$ cat config.mk
export PLATFORM = sky130hd
export DESIGN_NAME = fetch_stage
export DESIGN_NICKNAME = d
export VERILOG_FILES = /design/src/rtl/fetch_stage.sv
export SDC_FILE = /design/constraint.sdc
export NUM_CORES = 1
export LEC_CHECK = 0
export ABC_AREA = 0
export CAP_MARGIN = 5
export CORE_MARGIN = 1
export CORE_UTILIZATION = 42
export CTS_CLUSTER_DIAMETER = 120
export DETAILED_ROUTE_END_ITERATION = 10
export PLACE_DENSITY = 0.88
export SLEW_MARGIN = 5
export SYNTH_ARGS = -nofsm -noshare
export SYNTH_HDL_FRONTEND = slang
export SYNTH_SLANG_ARGS = --single-unit
$ cat constraint.sdc
create_clock -name clk -period 2.5 [get_ports clk]
set_clock_uncertainty 0.2 [all_clocks]
set_input_delay 0.5 -clock clk [delete_from_list [all_inputs] [get_ports clk]]
set_output_delay 0.5 -clock clk [all_outputs]
set_load 0.01 [all_outputs]
$ cat src/rtl/fetch_stage.sv
// -----------------------------------------------------------------------------
// fetch_stage
//
// Instruction-fetch front end of the pipelined 8-bit core. It owns the program
// counter, selects the next PC, and holds the IF/ID pipeline register that
// feeds the decode stage. Fetching stops on a halt-flagged word and resumes
// only on a redirect or reset.
//
// Ports:
//   clk, rst        rising-edge clock, synchronous active-high reset
//   inst_addr       instruction memory address (registered PC)
//   inst_data       instruction word read combinationally at inst_addr
//   inst_halt       memory flags inst_data as a halt instruction
//   if_id_wr        1 = advance, 0 = stall (hold PC, IF/ID, state, count)
//   branch_taken / branch_target   branch redirect (lowest priority)
//   jmp / jmp_target               direct jump redirect
//   ret / ret_target               stack return redirect (highest priority)
//   id_pc_plus1     IF/ID: fetched PC + 1 (0 for a bubble)
//   id_instruction  IF/ID: fetched word, NOP_WORD for a bubble
//   id_valid        IF/ID holds a real instruction
//   halted          fetch stopped on a halt instruction
//   fetch_count     number of valid words written into IF/ID (wraps)
// -----------------------------------------------------------------------------
module fetch_stage #(
    parameter int unsigned                PC_WIDTH   = 12,
    parameter int unsigned                INST_WIDTH = 19,
    parameter logic [PC_WIDTH-1:0]        RESET_PC   = '0,
    parameter logic [INST_WIDTH-1:0]      NOP_WORD   = '0
) (
    input  logic                  clk,
    input  logic                  rst,
    output logic [PC_WIDTH-1:0]   inst_addr,
    input  logic [INST_WIDTH-1:0] inst_data,
    input  logic                  inst_halt,
    input  logic                  if_id_wr,
    input  logic                  branch_taken,
    input  logic [PC_WIDTH-1:0]   branch_target,
    input  logic                  jmp,
    input  logic [PC_WIDTH-1:0]   jmp_target,
    input  logic                  ret,
    input  logic [PC_WIDTH-1:0]   ret_target,
    output logic [PC_WIDTH-1:0]   id_pc_plus1,
    output logic [INST_WIDTH-1:0] id_instruction,
    output logic                  id_valid,
    output logic                  halted,
    output logic [15:0]           fetch_count
);

    typedef enum logic {
        ST_FETCH  = 1'b0,
        ST_HALTED = 1'b1
    } state_e;

    localparam logic [PC_WIDTH-1:0] PC_ONE    = PC_WIDTH'(1);
    localparam logic [15:0]         COUNT_ONE = 16'd1;

    state_e                  state_q, state_d;
    logic [PC_WIDTH-1:0]     pc_q, pc_d;
    logic [PC_WIDTH-1:0]     id_pc_plus1_q, id_pc_plus1_d;
    logic [INST_WIDTH-1:0]   id_instruction_q, id_instruction_d;
    logic                    id_valid_q, id_valid_d;
    logic [15:0]             fetch_count_q, fetch_count_d;

    logic                    redirect;
    logic [PC_WIDTH-1:0]     redirect_target;
    logic [PC_WIDTH-1:0]     pc_plus1;

    assign redirect = ret | jmp | branch_taken;
    assign pc_plus1 = pc_q + PC_ONE;

    always_comb begin
        redirect_target = branch_target;
        if (ret) begin
            redirect_target = ret_target;
        end else if (jmp) begin
            redirect_target = jmp_target;
        end
    end

    always_comb begin
        state_d          = state_q;
        pc_d             = pc_q;
        id_pc_plus1_d    = id_pc_plus1_q;
        id_instruction_d = id_instruction_q;
        id_valid_d       = id_valid_q;
        fetch_count_d    = fetch_count_q;

        if (redirect) begin
            // A redirect beats a stall and any same-cycle halt: the word at
            // the old PC is wrong-path, so it never reaches IF/ID.
            pc_d             = redirect_target;
            id_pc_plus1_d    = '0;
            id_instruction_d = NOP_WORD;
            id_valid_d       = 1'b0;
            state_d          = ST_FETCH;
        end else if (if_id_wr) begin
            unique case (state_q)
                ST_FETCH: begin
                    id_pc_plus1_d    = pc_plus1;
                    id_instruction_d = inst_data;
                    id_valid_d       = 1'b1;
                    fetch_count_d    = fetch_count_q + COUNT_ONE;
                    if (inst_halt) begin
                        state_d = ST_HALTED;
                    end else begin
                        pc_d = pc_plus1;
                    end
                end
                ST_HALTED: begin
                    id_pc_plus1_d    = '0;
                    id_instruction_d = NOP_WORD;
                    id_valid_d       = 1'b0;
                end
                default: begin
                    state_d = ST_FETCH;
                end
            endcase
        end
    end

    always_ff @(posedge clk) begin
        if (rst) begin
            state_q          <= ST_FETCH;
            pc_q             <= RESET_PC;
            id_pc_plus1_q    <= '0;
            id_instruction_q <= NOP_WORD;
            id_valid_q       <= 1'b0;
            fetch_count_q    <= '0;
        end else begin
            state_q          <= state_d;
            pc_q             <= pc_d;
            id_pc_plus1_q    <= id_pc_plus1_d;
            id_instruction_q <= id_instruction_d;
            id_valid_q       <= id_valid_d;
            fetch_count_q    <= fetch_count_d;
        end
    end

    assign inst_addr      = pc_q;
    assign id_pc_plus1    = id_pc_plus1_q;
    assign id_instruction = id_instruction_q;
    assign id_valid       = id_valid_q;
    assign halted         = (state_q == ST_HALTED);
    assign fetch_count    = fetch_count_q;

endmodule
After elaboration in Yosys (flattened, before gate mapping). Index checks and enable logic that the tools add are counted.

Register bits after elaboration: 61. Output and inout bits: 61.

Add/sub/neg operators: 2. Eq/ne operators: 2. Muxes and demuxes: 11. Bitwise operators: 4. Reduce and logical (&&, ||, !) cells: 4.

Operators with widths (count): 2-to-1 mux 12 bit (6); case mux 19 bit (2 select lines) (1); case mux 12 bit (2 select lines) (1); adder 16 x 1 -> 16 bit, second input constant (1); adder 12 x 1 -> 12 bit, second input constant (1); AND reduction 3 bit (2); != test 2 x 1 -> 1 bit, second input constant (2); 2-to-1 mux 1 bit (2); inverter 1 bit (2); OR 1 bit (2); case mux 1 bit (2 select lines) (1); nonzero test 2 bit (1); OR reduction 2 bit (1).

Longest topological paths before layout.
Depth after elaboration: 5. Gate-level depth with buffers: 6.

Least setup slack after synthesis. No wires, ideal clock.

Path type: in2reg. Start point: in jmp. End point: reg fetch_count_q[9] (netlist: fetch_count[9]). Data arrival time: 2.006 ns. Required time: 2.230 ns. Path slack: 0.223 ns. Cell stages on the path: 6. Buffers on the path: 2. Path through: buf_6 -> or3_4 -> or3_1 -> buf_2 -> or4_1 -> a21oi_1.

Word-level cells in the longest chain between the ends: 4.

RTL lines: start: declaration (line 38) `input logic jmp,`; OR 1 bit (2 in series) (line 68) `assign redirect = ret | jmp | branch_taken;`; inverter 1 bit (no line); AND reduction 3 bit (no line); end signal: assignment (line 135) `fetch_count_q <= fetch_count_d;`; end: declaration (line 62) `logic [15:0] fetch_count_q, fetch_count_d;`.

Every way passes these cells. A chain may end at the register's enable or synchronous reset.

Final worst setup path.
Start point: in ret. End point: reg fetch_count_q[9] (netlist: fetch_count[9]).

Word-level cells in the longest chain between the ends: 4.

RTL lines: start: declaration (line 40) `input logic ret,`; OR 1 bit (2 in series) (line 68); inverter 1 bit (no line); AND reduction 3 bit (no line).

Every way passes these cells.

==> results.py <==
metrics = {
    "finish": {
        "final_util_pct": 69.0,
        "finalInstanceArea_mm2": 0.00446,
        "antennaDiodeCount": 0,
        "mostFrequentLayoutCells": "clkdlybuf4s50_1 (122), dfxtp_1 (61), nor2_1 (38)",
        "mostFrequentLayoutCell": "clkdlybuf4s50_1",
        "syn2layout_area_growth_pct": 55.6,
        "final_nets": 535,
        "drive_gt1_share_pct": 10.3,
    },
    "die": {
        "initial_core_util_pct": 44.3,
        "die_area_mm2": 0.00715,
        "core_mm2": 0.00646,
        "die_w_um": 84.6,
        "ios": 123,
        "dieHeight_um": 84.6,
        "row_count": 29,
    },
    "worst_setup_path": {
        "critical_path.max_fanout": 6,
        "cpPeakStageDelay_ns": 0.46,
        "path_cells": "clkdlybuf4s50_1 -> or3_4 -> or3_1 -> or4_1 -> a21oi_1",
        "cp.arrival_ns": 2.35,
        "cp.required_ns": 2.57,
        "critPathKind": "input port to flop",
        "end_kind": "flop",
        "startpoint_type": "input port",
        "crit_slowest_cell": "or3_1",
    },
    "pwr": {
        "p_leak_nw": 1.54,
        "p_sw_uw": 555,
        "internal_power_mw": 1.70,
        "switching_share_pct": 24.6,
        "p_clk_share_pct": 39.6,
        "peakVddDrop_mv": 0.402,
        "pwr-share-seq_pct": 45.4,
        "pwr-share-comb_pct": 15.0,
        "cellPowerDensity_mw_per_mm2": 506,
    },
    "sta": {
        "setup_viol_count_final": 0,
        "tightest_slew_ns": 0.607,
        "fin_crit_sh_pct": 91.0,
        "finalWorstSetupSlack_ns": 0.224,
        "timing.slew.headroom_pct": 59.2,
        "whs_ns": 0.270,
        "final_hold_viol_count": 0,
        "fin_tns_setup_ns": 0,
        "fmax_mhz": 439,
        "finalCriticalPeriod_ns": 2.28,
        "finalMaxSlewViolations": 0,
        "rsz0062_at_grt": "no",
    },
    "yosys": {
        "synth_edf_count": 0,
        "synth-main-ff-cell": "dfxtp_1",
        "yosysUniqueCellTypes": 45,
        "yosys.area.top_type": "dfxtp_1",
        "synth_top_area_share_pct": 42.7,
        "synthTopCellsByArea": "dfxtp_1 (43%), a22oi_1 (7.9%), nor2_1 (5.0%), xnor2_1 (4.0%), a21oi_1 (3.3%)",
        "syn_avg_cell_area_um2": 8.40,
        "ys_ff_latch": 61,
        "synthCells": 341,
        "synth_async_sr_flop_share_pct": 0,
        "syn-num-nets": 405,
        "ys_seq_area_share_pct": 42.7,
        "syn_area_mm2": 0.00286,
        "yosys_warnings": 0,
    },
    "place": {
        "dp_slack_ns": -0.127,
        "place_hpwl_mm": 6.42,
        "io_buffers": 122,
        "gp_congestion": 0.871,
        "placed_area_mm2": 0.00426,
    },
    "detailed_routing": {
        "wire_per_inst_um": 15.9,
        "drtIter0Drc": 134,
        "via_per_inst": 5.74,
        "num_vias": 3171,
        "drc": 5,
        "postRouteAntennaNets": 0,
        "dr.pass1.iters": 8,
        "routed_wl_mm": 8.78,
    },
    "clock_tree": {
        "root_buffer": "clkbuf_8",
        "clkSlewWorstSetupHoldPaths_ns": 0.07,
        "hold_buffers": 0,
        "cts_tree": "built",
        "ctsResizeCount": 0,
        "cts.path.max_buffers": 2,
        "cts_inserted_buffers": 9,
        "clkLatencyLatePin_ns": 0.34,
        "htreeDepth": 3,
        "cts.sinks": 61,
        "postCtsSetupRepairBufs": 0,
    },
    "grt": {
        "grtUsageTotal_pct": 24.8,
        "grt_overflow": 0,
        "antenna_found_initial": 0,
        "grt_pass1_vias": 3069,
        "grt_pass1_wl_mm": 14.2,
        "grt_max_degree": 25,
    },
    "status": {
        "violations": "design-rule violations",
        "status": "finished, violations left",
    },
    "job": {
        "maxCapViolCount": 0,
    },
    "min_path": {
        "hold_path.class": "flop to flop",
    },
}
## worst paths after layout
path	startpoint	slack, ns	cells past startpoint	endpoint
worst max-delay path	ret	0.22	5	fetch_count[9]
worst min-delay path	id_pc_plus1[8]	0.27	2	id_pc_plus1[8]
worst max register to register	inst_addr[0]	0.37	5	inst_addr[2]
worst min register to register	id_pc_plus1[8]	0.27	2	id_pc_plus1[8]
## cell families after synthesis
kind of cell / after synthesis / synth area share [%]
buffers and inverters: 40 / 5.55
xor gates and xnor gates: 16 / 4.90
DFF: 61 / 42.7
AOI/OAI and AO/OA: 102 / 25.4
adders and majority gates: 2 / 0.874
and+or+nand+nor: 120 / 20.6
## flip-flops by register name, summed over array words and instances, names as in the netlist
name / count
fetch_count: 16
halted: 1
id_instruction: 19
id_pc_plus1: 12
id_valid: 1
inst_addr: 12
## area by class of cell
class	count	area (um^2)
Clock buffer	11	151
Inverter	12	45.0
Fill cell	540	2000
Sequential cell	61	1220
Timing Repair Buffer	147	1410
Multi-Input combinational cell	240	1490
Tap cell	77	96.3
Clock inverter	4	47.5
## metal layers
| layer | wire length, um | track usage (%) | vias up |
|---|---|---|---|
| li1 | - | - | 1505 |
| met1 | 3420 | 28.7 | 1484 |
| met2 | 4460 | 44.2 | 153 |
| met3 | 646 | 6.19 | 29 |
| met4 | 250 | 8.94 | 0 |
| met5 | 0 | 0 | - |
## cell usage after synthesis (3+ instances only)
library cell	number
nor3b_1	3
xnor2_1	13
nor3_1	11
o31a_1	3
o32ai_1	4
a221o_1	3
inv_1	12
nor2_1	38
nor4_1	6
nand2_1	24
nor2b_1	5
o21ai_0	14
o31ai_1	5
a22oi_1	30
a21oi_1	19
or4_1	3
xor2_1	3
clkbuf_1	23
nand3_1	12
dfxtp_1	61
nand4_1	4
buf_1	3
o221a_2	4
o21a_1	8
or3_1	4
## worst max-delay path: cells and delay by family
kind                   cells  cell delay, ns
and+or+nand+nor            3            1.27
buffers and inverters      1            0.42
AOI/OAI and AO/OA          1            0.15
## power by group through the flow
| stage | logic [mW] | clock network [mW] | registers (mW) |
|---|---|---|---|
| 6_report | 0.339 | 0.892 | 1.02 |
| 5_1_grt | 0.362 | 0.958 | 1.02 |
| 4_1_cts | 0.339 | 0.909 | 1.02 |
| 3_5_place_dp | 0.335 | 0 | 1.04 |
| 3_3_place_gp | 0.329 | 0 | 1.04 |
| 2_1_floorplan | 0.140 | 0 | 1.04 |
## through the flow
| step | power [mW] | std cells |
|---|---|---|
| global route | 2.34 | 552 |
| floorplan | 1.18 | 341 |
| global placement | 1.37 | 537 |
| CTS | 2.27 | 552 |
| detailed placement | 1.38 | 537 |
| finish | 2.25 | 552 |
Power figures use the tool's default switching activity.
